`src/rtl/vga_pkg.sv`:
```
// Shared frame-buffer geometry, pixel coordinate/colour types and fill FSM states.
package vga_pkg;

  localparam int unsigned FB_W_DEF   = 640;
  localparam int unsigned FB_H_DEF   = 480;
  localparam int unsigned ADDR_W_DEF = 19;
  localparam int unsigned PX_X_W     = 10;
  localparam int unsigned PX_Y_W     = 9;
  localparam int unsigned RGB_W      = 24;

  typedef logic [PX_X_W-1:0] px_x_t;
  typedef logic [PX_Y_W-1:0] px_y_t;

  typedef struct packed {
    logic [7:0] r;
    logic [7:0] g;
    logic [7:0] b;
  } rgb_t;

  typedef enum logic [1:0] {IDLE, CLIP, FILL, DONE} fill_state_t;

endpackage

```
`src/rtl/fill_addr_gen.sv`:
```
// Row-major pixel walker for one clipped rectangle; the row base is carried
// incrementally so no multiplier is needed while filling.
module fill_addr_gen
  import vga_pkg::*;
#(
  parameter int unsigned FB_W   = FB_W_DEF,
  parameter int unsigned ADDR_W = ADDR_W_DEF
) (
  input  logic              clk,
  input  logic              reset_n,
  input  logic              load,
  input  logic              step,
  input  logic [PX_X_W-1:0] x0,
  input  logic [PX_Y_W-1:0] y0,
  input  logic [PX_X_W-1:0] x1,
  input  logic [PX_Y_W-1:0] y1,
  input  logic [ADDR_W-1:0] base_init,
  output logic [ADDR_W-1:0] addr,
  output logic              last
);

  px_x_t             x, x0_q, x1_q;
  px_y_t             y, y1_q;
  logic [ADDR_W-1:0] row_base;

  always_ff @(posedge clk or negedge reset_n) begin
    if (!reset_n) begin
      x        <= '0;
      y        <= '0;
      x0_q     <= '0;
      x1_q     <= '0;
      y1_q     <= '0;
      row_base <= '0;
    end else if (load) begin
      x        <= x0;
      y        <= y0;
      x0_q     <= x0;
      x1_q     <= x1;
      y1_q     <= y1;
      row_base <= base_init;
    end else if (step) begin
      if (x == x1_q) begin
        x        <= x0_q;
        y        <= y + px_y_t'(1);
        row_base <= row_base + ADDR_W'(FB_W);
      end else begin
        x <= x + px_x_t'(1);
      end
    end
  end

  assign addr = row_base + ADDR_W'(x);
  assign last = (x == x1_q) && (y == y1_q);

endmodule

```
`src/rtl/rect_fill_engine.sv`:
```
// Rectangle fill engine: accepts one fill command at a time, clips it to the
// frame buffer and streams one registered pixel write per available slot.
module rect_fill_engine
  import vga_pkg::*;
#(
  parameter int unsigned FB_W        = FB_W_DEF,
  parameter int unsigned FB_H        = FB_H_DEF,
  parameter int unsigned ADDR_W      = ADDR_W_DEF,
  parameter bit          VBLANK_ONLY = 1'b1
) (
  input  logic              clk,
  input  logic              reset_n,
  input  logic              vblank,
  input  logic              cmd_valid,
  output logic              cmd_ready,
  input  logic [PX_X_W-1:0] cmd_x0,
  input  logic [PX_Y_W-1:0] cmd_y0,
  input  logic [PX_X_W-1:0] cmd_x1,
  input  logic [PX_Y_W-1:0] cmd_y1,
  input  logic [RGB_W-1:0]  cmd_rgb,
  output logic              wr_en,
  output logic [ADDR_W-1:0] wr_addr,
  output logic [RGB_W-1:0]  wr_data,
  output logic              busy,
  output logic              done,
  output logic              err
);

  localparam px_x_t X_MAX = px_x_t'(FB_W - 1);
  localparam px_x_t X_LIM = px_x_t'(FB_W);
  localparam px_y_t Y_MAX = px_y_t'(FB_H - 1);
  localparam px_y_t Y_LIM = px_y_t'(FB_H);

  fill_state_t       state_q, state_d;
  px_x_t             x0_q, x1_q, x1_clamp_c;
  px_y_t             y0_q, y1_q, y1_clamp_c;
  rgb_t              rgb_q;
  logic              accept_c, reject_c, slot_c, load_c, step_c, last_c;
  logic [ADDR_W-1:0] base_init_c, addr_c;
  logic              cmd_ready_d, wr_en_d, busy_d, done_d, err_d;
  logic [ADDR_W-1:0] wr_addr_d;
  logic [RGB_W-1:0]  wr_data_d;

  assign accept_c = cmd_valid & cmd_ready;
  assign slot_c   = !VBLANK_ONLY || vblank;

  // Command capture; cmd_ready is only high in IDLE, so this never overwrites a live command.
  always_ff @(posedge clk or negedge reset_n) begin
    if (!reset_n) begin
      x0_q  <= '0;
      y0_q  <= '0;
      x1_q  <= '0;
      y1_q  <= '0;
      rgb_q <= '0;
    end else if (accept_c) begin
      x0_q  <= cmd_x0;
      y0_q  <= cmd_y0;
      x1_q  <= cmd_x1;
      y1_q  <= cmd_y1;
      rgb_q <= rgb_t'(cmd_rgb);
    end
  end

  // Clip far corner to the frame, then reject empty or off-screen rectangles.
  assign x1_clamp_c  = (x1_q > X_MAX) ? X_MAX : x1_q;
  assign y1_clamp_c  = (y1_q > Y_MAX) ? Y_MAX : y1_q;
  assign reject_c    = (x0_q >= X_LIM) || (y0_q >= Y_LIM) ||
                       (x0_q > x1_clamp_c) || (y0_q > y1_clamp_c);
  assign base_init_c = ADDR_W'(y0_q) * ADDR_W'(FB_W);

  fill_addr_gen #(
    .FB_W   (FB_W),
    .ADDR_W (ADDR_W)
  ) u_addr_gen (
    .clk       (clk),
    .reset_n   (reset_n),
    .load      (load_c),
    .step      (step_c),
    .x0        (x0_q),
    .y0        (y0_q),
    .x1        (x1_clamp_c),
    .y1        (y1_clamp_c),
    .base_init (base_init_c),
    .addr      (addr_c),
    .last      (last_c)
  );

  always_comb begin
    state_d   = state_q;
    load_c    = 1'b0;
    step_c    = 1'b0;
    wr_en_d   = 1'b0;
    wr_addr_d = wr_addr;
    wr_data_d = wr_data;
    err_d     = 1'b0;
    case (state_q)
      IDLE: if (accept_c) state_d = CLIP;
      CLIP: begin
        if (reject_c) begin
          err_d   = 1'b1;
          state_d = IDLE;
        end else begin
          load_c  = 1'b1;
          state_d = FILL;
        end
      end
      FILL: begin
        if (slot_c) begin
          step_c    = 1'b1;
          wr_en_d   = 1'b1;
          wr_addr_d = addr_c;
          wr_data_d = rgb_q;
          if (last_c) state_d = DONE;
        end
      end
      DONE:    state_d = IDLE;
      default: state_d = IDLE;
    endcase
    // Status outputs track the state being entered so they line up with it once registered.
    cmd_ready_d = (state_d == IDLE);
    busy_d      = (state_d != IDLE);
    done_d      = (state_d == DONE);
  end

  always_ff @(posedge clk or negedge reset_n) begin
    if (!reset_n) begin
      state_q   <= IDLE;
      cmd_ready <= 1'b1;
      wr_en     <= 1'b0;
      wr_addr   <= '0;
      wr_data   <= '0;
      busy      <= 1'b0;
      done      <= 1'b0;
      err       <= 1'b0;
    end else begin
      state_q   <= state_d;
      cmd_ready <= cmd_ready_d;
      wr_en     <= wr_en_d;
      wr_addr   <= wr_addr_d;
      wr_data   <= wr_data_d;
      busy      <= busy_d;
      done      <= done_d;
      err       <= err_d;
    end
  end

endmodule

```
`config.mk`:
```
export PLATFORM = sky130hd
export DESIGN_NAME = rect_fill_engine
export DESIGN_NICKNAME = d
export VERILOG_FILES = /design/src/rtl/vga_pkg.sv /design/src/rtl/fill_addr_gen.sv /design/src/rtl/rect_fill_engine.sv
export SDC_FILE = /design/constraint.sdc
export NUM_CORES = 1
export LEC_CHECK = 0
export ABC_AREA = 1
export CORE_MARGIN = 2
export CORE_UTILIZATION = 57
export CTS_BUF_LIST = sky130_fd_sc_hd__clkbuf_2
export CTS_CLUSTER_DIAMETER = 60
export DETAILED_ROUTE_END_ITERATION = 16
export PLACE_DENSITY = 0.81
export SYNTH_ARGS = -nofsm -noshare
export SYNTH_HDL_FRONTEND = slang
export SYNTH_SLANG_ARGS = --single-unit
```
`constraint.sdc`:
```
create_clock -name clk -period 3.08 [get_ports clk]
set_input_delay 0.462 -clock clk [delete_from_list [all_inputs] [get_ports clk]]
set_output_delay 0.462 -clock clk [all_outputs]
set_load 0.05 [all_outputs]
```
# After elaboration in Yosys (flattened, before gate mapping)
# Index checks and enable logic that the tools add are counted.
totals:
  in_bits: 66
  regBits: 179
  out_inout_bits: 48
  word_cells: 72
op_classes:
  eq_ne: 6
  n_mux: 22
  n_reduce_logical: 11
  n_addsub: 4
  bitwise_logic: 1
  mul: 1
  magnitude_cmp: 6
ops:
  columns: ["cell", "n"]
  rows:
  - ["2-to-1 mux 19 bit", 3]
  - ["2-to-1 mux 10 bit", 4]
  - ["2-to-1 mux 9 bit", 4]
  - ["adder 19 x 10 -> 19 bit", 1]
  - ["adder 19 x 10 -> 19 bit, second input constant", 1]
  - ["multiplier 9 x 3 -> 12 bit, second input constant", 1]
  - ["adder 10 x 1 -> 10 bit, second input constant", 1]
  - ["== test 10 bit", 1]
  - ["greater-or-equal comparator 10 bit, second input constant", 1]
  - ["> comparator 10 bit", 1]
  - ["> comparator 10 bit, second input constant", 1]
  - ["adder 9 x 1 -> 9 bit, second input constant", 1]
  - ["== test 9 bit", 1]
  - ["greater-or-equal comparator 9 bit, second input constant", 1]
  - ["> comparator 9 bit", 1]
  - ["> comparator 9 bit, second input constant", 1]
  - ["2-to-1 mux 2 bit", 4]
  - ["one-hot mux 2 bit (4 select lines)", 1]
  - ["== test 2 bit, second input constant", 3]
  - ["2-to-1 mux 1 bit", 6]
  - ["nonzero test 2 bit", 3]
  - ["logical NOT 2 bit", 2]
  - ["AND reduction 2 bit", 2]
  - ["logical OR 1 bit", 3]
  - ["other kinds (3)", 3]

# Longest topological paths before layout
depth:
  ltp_word: 9
  mapped_depth: 17
  mapped_depth_nobuf: 16

# Hierarchy
# A second synthesis with hierarchy kept.
unflattened:
  hier_cells: 1115
  area_unflattened_um2: 9594.2
modules_own_cells:
  columns: ["mod", "cells_per_inst", "area_per_inst_um2", "instances", "seq_area_each_um2"]
  rows:
  - ["rect_fill_engine", 507, 5178.7, 1, 2803.9]
  - ["fill_addr_gen", 608, 4415.5, 1, 1676.6]

# Worst setup path after synthesis
# No wires, ideal clock.
synth_path:
  kind: "register -> register"
  start: "reg x1_q[8]"
  end: "reg u_addr_gen.x[9]"
  setup_time_ns: 0.128
  synth_period_minus_slack_ns: 2.177
  required_time_ns: 2.952
  path_stages_with_launch: 17
  setup_slack_ns: 0.903
  arrival_time_ns: 2.049
  n_path_buf: 2
  path_cell_list: "dfrtp_1 > o21ai_0 > inv_1 > nor2_1 > ha_1 > nand2_1 > inv_1 > nand2_1 > nand2_1 > nand2_1 > nand3_1 > nand2_1 > nand4_2 > buf_6 > buf_4 > nand3_1 > nand3_1"
synth_via:
  elab_chain_cells: 8
  word_cells_on_any_way: 9
  cone_classes: "order compare: 2; mux: 4; reduce/logical: 3"
synth_lines:
  columns: ["element", "line_no", "source"]
  rows:
  - ["start, declared", "rect_fill_engine.sv:35", "px_x_t x0_q, x1_q, x1_clamp_c;"]
  - ["start signal, assigned", "rect_fill_engine.sv:58", "x1_q <= cmd_x1;"]
  - ["> comparator 10 bit", "rect_fill_engine.sv:65", "assign x1_clamp_c = (x1_q > X_MAX) ? X_MAX : x1_q;"]
  - ["2-to-1 mux 10 bit (*)", "rect_fill_engine.sv:65", null]
  - ["> comparator 10 bit (*)", "rect_fill_engine.sv:68", "(x0_q > x1_clamp_c) || (y0_q > y1_clamp_c);"]
  - ["logical OR 1 bit (*)", "rect_fill_engine.sv:67", "assign reject_c = (x0_q >= X_LIM) || (y0_q >= Y_LIM) ||"]
  - ["logical OR 1 bit (*)", "rect_fill_engine.sv:68", null]
  - ["2-to-1 mux 1 bit (*)", "rect_fill_engine.sv:99", "if (reject_c) begin"]
  - ["2-to-1 mux 1 bit (*)", "rect_fill_engine.sv:96", "case (state_q)"]
  - ["2-to-1 mux 10 bit or nonzero test 2 bit (tied branches)", null, null]
  - ["end signal, assigned", "fill_addr_gen.sv:43", "x <= x0_q;"]
  - ["end signal, assigned", "fill_addr_gen.sv:47", "x <= x + px_x_t'(1);"]
  - ["end, declared", "fill_addr_gen.sv:22", "px_x_t x, x0_q, x1_q;"]
# Every way passes the cells marked *; elsewhere a longest branch is shown, timed or not.
# A chain may end at the register's enable or synchronous reset.

# Final worst setup path
layout_path:
  start: "reg x1_q[8]"
  end: "reg u_addr_gen.x[2]"
# Same word-level chain as after synthesis.

==> impl_metrics.ini <==
[status]
status = completed

[pwr]
power.switching_mw = 4.943
power_frac_clock_pct = 11.3
ir_worst_vdd_uv = 628.7
internal_power_mw = 5.801
p_comb_share_pct = 50.6
swShare_pct = 46.01
cellPowerDensity_nw_per_um2 = 1059
p_leak_nw = 5.046
pwr-share-seq_pct = 38.1

[placement]
io_buffers = 113
dpl.cell_count = 1226
hpwl_um = 13230
globalplace.congestion = 0.8650

[detailed_routing]
first_pass_iters = 8
detail_route.iter0.violations = 493
drt-wirelength-per-cell_um = 14.43
antenna_left = 0
vias = 6736
viasPerCell = 5.350
drc = 0
wl_um = 18170

[die]
die_w_um = 126.8
initial_utilization_pct = 58.72
core.rowCount = 44
dieArea_sq_um = 16090
num_io_pins = 114
dieHeight_um = 126.8
core_area_sq_um = 14640

[logic_synthesis]
synth_compound_area_share_pct = 5.762
ys_warn_count = 0
ys_types = 43
yosys.area_share.xor_xnor_pct = 3.768
synth_flop_cell = dfrtp_1
postSynth.asyncResetShare_pct = 100.0
syn-cell-area_sq_um = 8599
synth_top_family_by_area = simple AND/OR/NAND/NOR gates
syn_inst = 953
synth-adder-area-share_pct = 5.907
synth_nets = 1059
yosys.area_share.simple_pct = 21.96
synth.area.mux_share_pct = 6.547
syn_avg_cell_area_sq_um = 9.024
yosysSeqAreaShare_pct = 50.07
synth_edf_count = 0
ys_ff_latch = 172

[finish]
layout-drive-gt1-share_pct = 10.24
syn_to_final_growth_pct = 18.03
post-route-util_pct = 69.31
layout.cells.non_filler = 1259
multiInputGateArea_sq_um = 3795
final.fill_count = 1142
nets = 1168
register_area_sq_um = 4305

[timing]
fin_crit_sh_pct = 85.70
relSlewSlack_pct = 55.17
skew_ns = 0.03650
setup_viol = 0
rsz0062_at_grt = false
hold_viol = 0
fin_setup_tns_ns = 0
max_freq_ghz = 0.3789
slew_viol_final = 0
tightest_slew_ns = 0.6724
holdWs_ns = 0.2318
period_minus_slack_ns = 2.640

[critical_path]
cp_data_required_time_ns = 3.74
crit_path_start_kind = flop
cp_max_fo = 38
arrival_ns = 3.30
slowest_stage = dfrtp_1
crit_chain = o21ai_0 > inv_1 > nor2_1 > ha_1 > nand2_1 > inv_1 > nand2_1 > nand2_1 > nand2_1 > nand3_1 > nand2_1 > nand4_4 > buf_4 > nand3_1 > nand3b_1
critPathMaxStageDelay_ns = 0.45
path_class = flop to flop
end_kind = flop
cpMostUsedCell = nand2_1

[cts]
postCtsSetupBuffers = 0
cts.sinks = 172
clk_latency_ns = 0.77
cts_tree = built
cts_max_level = 4
cts-root-buf = clkbuf_2
clk_pin_slew_ns = 0.23
cts_made_buffers = 17
clockBufferDepth = 2

[worst_hold_path]
hp-class = input pin to flop

[global_route]
grt_max_degree = 73
antenna_found_initial = 1
grt_usage_pct = 23.88
grt.overflow.total = 0
grt_pass1_vias = 6236
grt_pass1_wl_um = 30770

[flow_run]
cap_viol_max_count = 0
final timing paths:
| kind | slack [ns] | from | to | cells past startpoint |
|---|---|---|---|---|
| setup / recovery | 0.44 | x1_q[8]$_DFFE_PN0P_ | u_addr_gen.x[2]$_DFFE_PN0P_ | 15 |
| hold / removal | 0.23 | cmd_rgb[0] | rgb_q[0]$_DFFE_PN0P_ | 3 |
| setup reg to reg | 0.44 | x1_q[8]$_DFFE_PN0P_ | u_addr_gen.x[2]$_DFFE_PN0P_ | 15 |
| hold reg to reg | 0.50 | wr_data[14]$_DFFE_PN0P_ | wr_data[14]$_DFFE_PN0P_ | 2 |
| max in group asynchronous | 2.08 | reset_n | u_addr_gen.x0_q[6]$_DFFE_PN0P_ | 3 |
| min in group asynchronous | 0.24 | reset_n | x1_q[8]$_DFFE_PN0P_ | 2 |
synthesized netlist by cell type (8+ instances only):
cell type  count  area (sq um)
xor2_1        29         254.0
dfrtp_1      171          4279
inv_1         75         281.5
nor2_1        59         221.5
mux2_2        50         563.0
nand2_1      270          1013
clkbuf_1      13         48.80
a21oi_1       29         145.1
xnor2_1        8         70.07
ha_1          39         488.0
nand4_1       12         75.07
buf_2         12         60.06
o21ai_0       43         215.2
nand3_1       82         410.4
critical path, delay by kind of cell (launching register included):
family	cells	cell delay [ns]
AND/OR/NAND/NOR	10	1.06
buffers and inverters	3	0.53
flip-flops	1	0.45
AO/OA/AOI/OAI	1	0.24
adder cells (fa/ha/maj)	1	0.26
power groups by stage:
stage | Combinational, mW | Sequential (mW) | Clock (mW)
detailed placement | 5.42 | 4.13 | 0
global placement | 5.27 | 4.10 | 0
floorplan | 3.01 | 4.91 | 0
finish | 5.44 | 4.10 | 1.21
global route | 6.07 | 4.22 | 1.33
CTS | 5.45 | 4.08 | 1.23
state kept, by name (all words and copies together) (netlist names), 10 cells and up:
register	flops
rgb_q	24
u_addr_gen.row_base	12
u_addr_gen.x	10
u_addr_gen.x0_q	10
u_addr_gen.x1_q	10
wr_addr	19
wr_data	24
x0_q	10
x1_q	10
timing repair:
item / in CTS / in global routing
hold endpoints to repair: 67 / 0
hold buffers: 1 / 0
gates resized for setup: 0 / 1
endpoints found under the setup margin: 0 / 10
layer usage:
metal | vias to the layer above | GRT usage (%) | routed length [um]
li1 | 3322 | - | -
met1 | 3204 | 34.02 | 8513
met2 | 188 | 37.13 | 8475
met3 | 22 | 4.471 | 876
met4 | 0 | 8.209 | 304
met5 | - | 0 | 0
cells in the final DEF, fill, tap and decap left out, types with 3 or more instances in the layout:
master,count
nand2_1,269
dfrtp_1,171
clkdlybuf4s50_1,112
nand3_1,82
inv_1,75
nor2_1,59
mux2_2,50
o21ai_0,43
ha_1,39
a21oi_1,29
xor2_1,29
clkbuf_2,18
buf_4,13
nand4_1,12
xnor2_1,8
nand3b_1,6
nor3_1,6
a21o_1,5
clkinv_1,4
o21ai_1,3
bufinv_16,3
layout make-up:
| cell class | instances | area share, % |
|---|---|---|
| clock inverter | 13 | 1.467 |
| multi-input combinational | 664 | 37.39 |
| tap | 184 | 2.268 |
| antenna | 1 | 0.02465 |
| sequential | 172 | 42.42 |
| clock buffer | 18 | 0.8876 |
| inverter | 78 | 2.934 |
| timing repair buffer | 129 | 12.61 |
kinds of logic (layout without fill, tap and decap cells):
family | after synthesis | in the layout
mux | 50 | 50
xor+xnor | 37 | 37
other cells | 0 | 1
fa+ha+maj | 40 | 40
compound gates | 91 | 91
buf+inv | 117 | 238
flops | 172 | 172
simple gates | 446 | 446
through the flow:
step	power (mW)	instance area [sq um]	setup WS (ns)
3_3_place_gp	9.374	9889	0.4906
6_report	10.74	10150	0.4404
5_1_grt	11.62	10150	0.08396
4_1_cts	10.75	10140	0.3414
2_1_floorplan	7.919	8600	0.9032
3_5_place_dp	9.551	9889	0.3779
(Power assumes the default switching activity.)
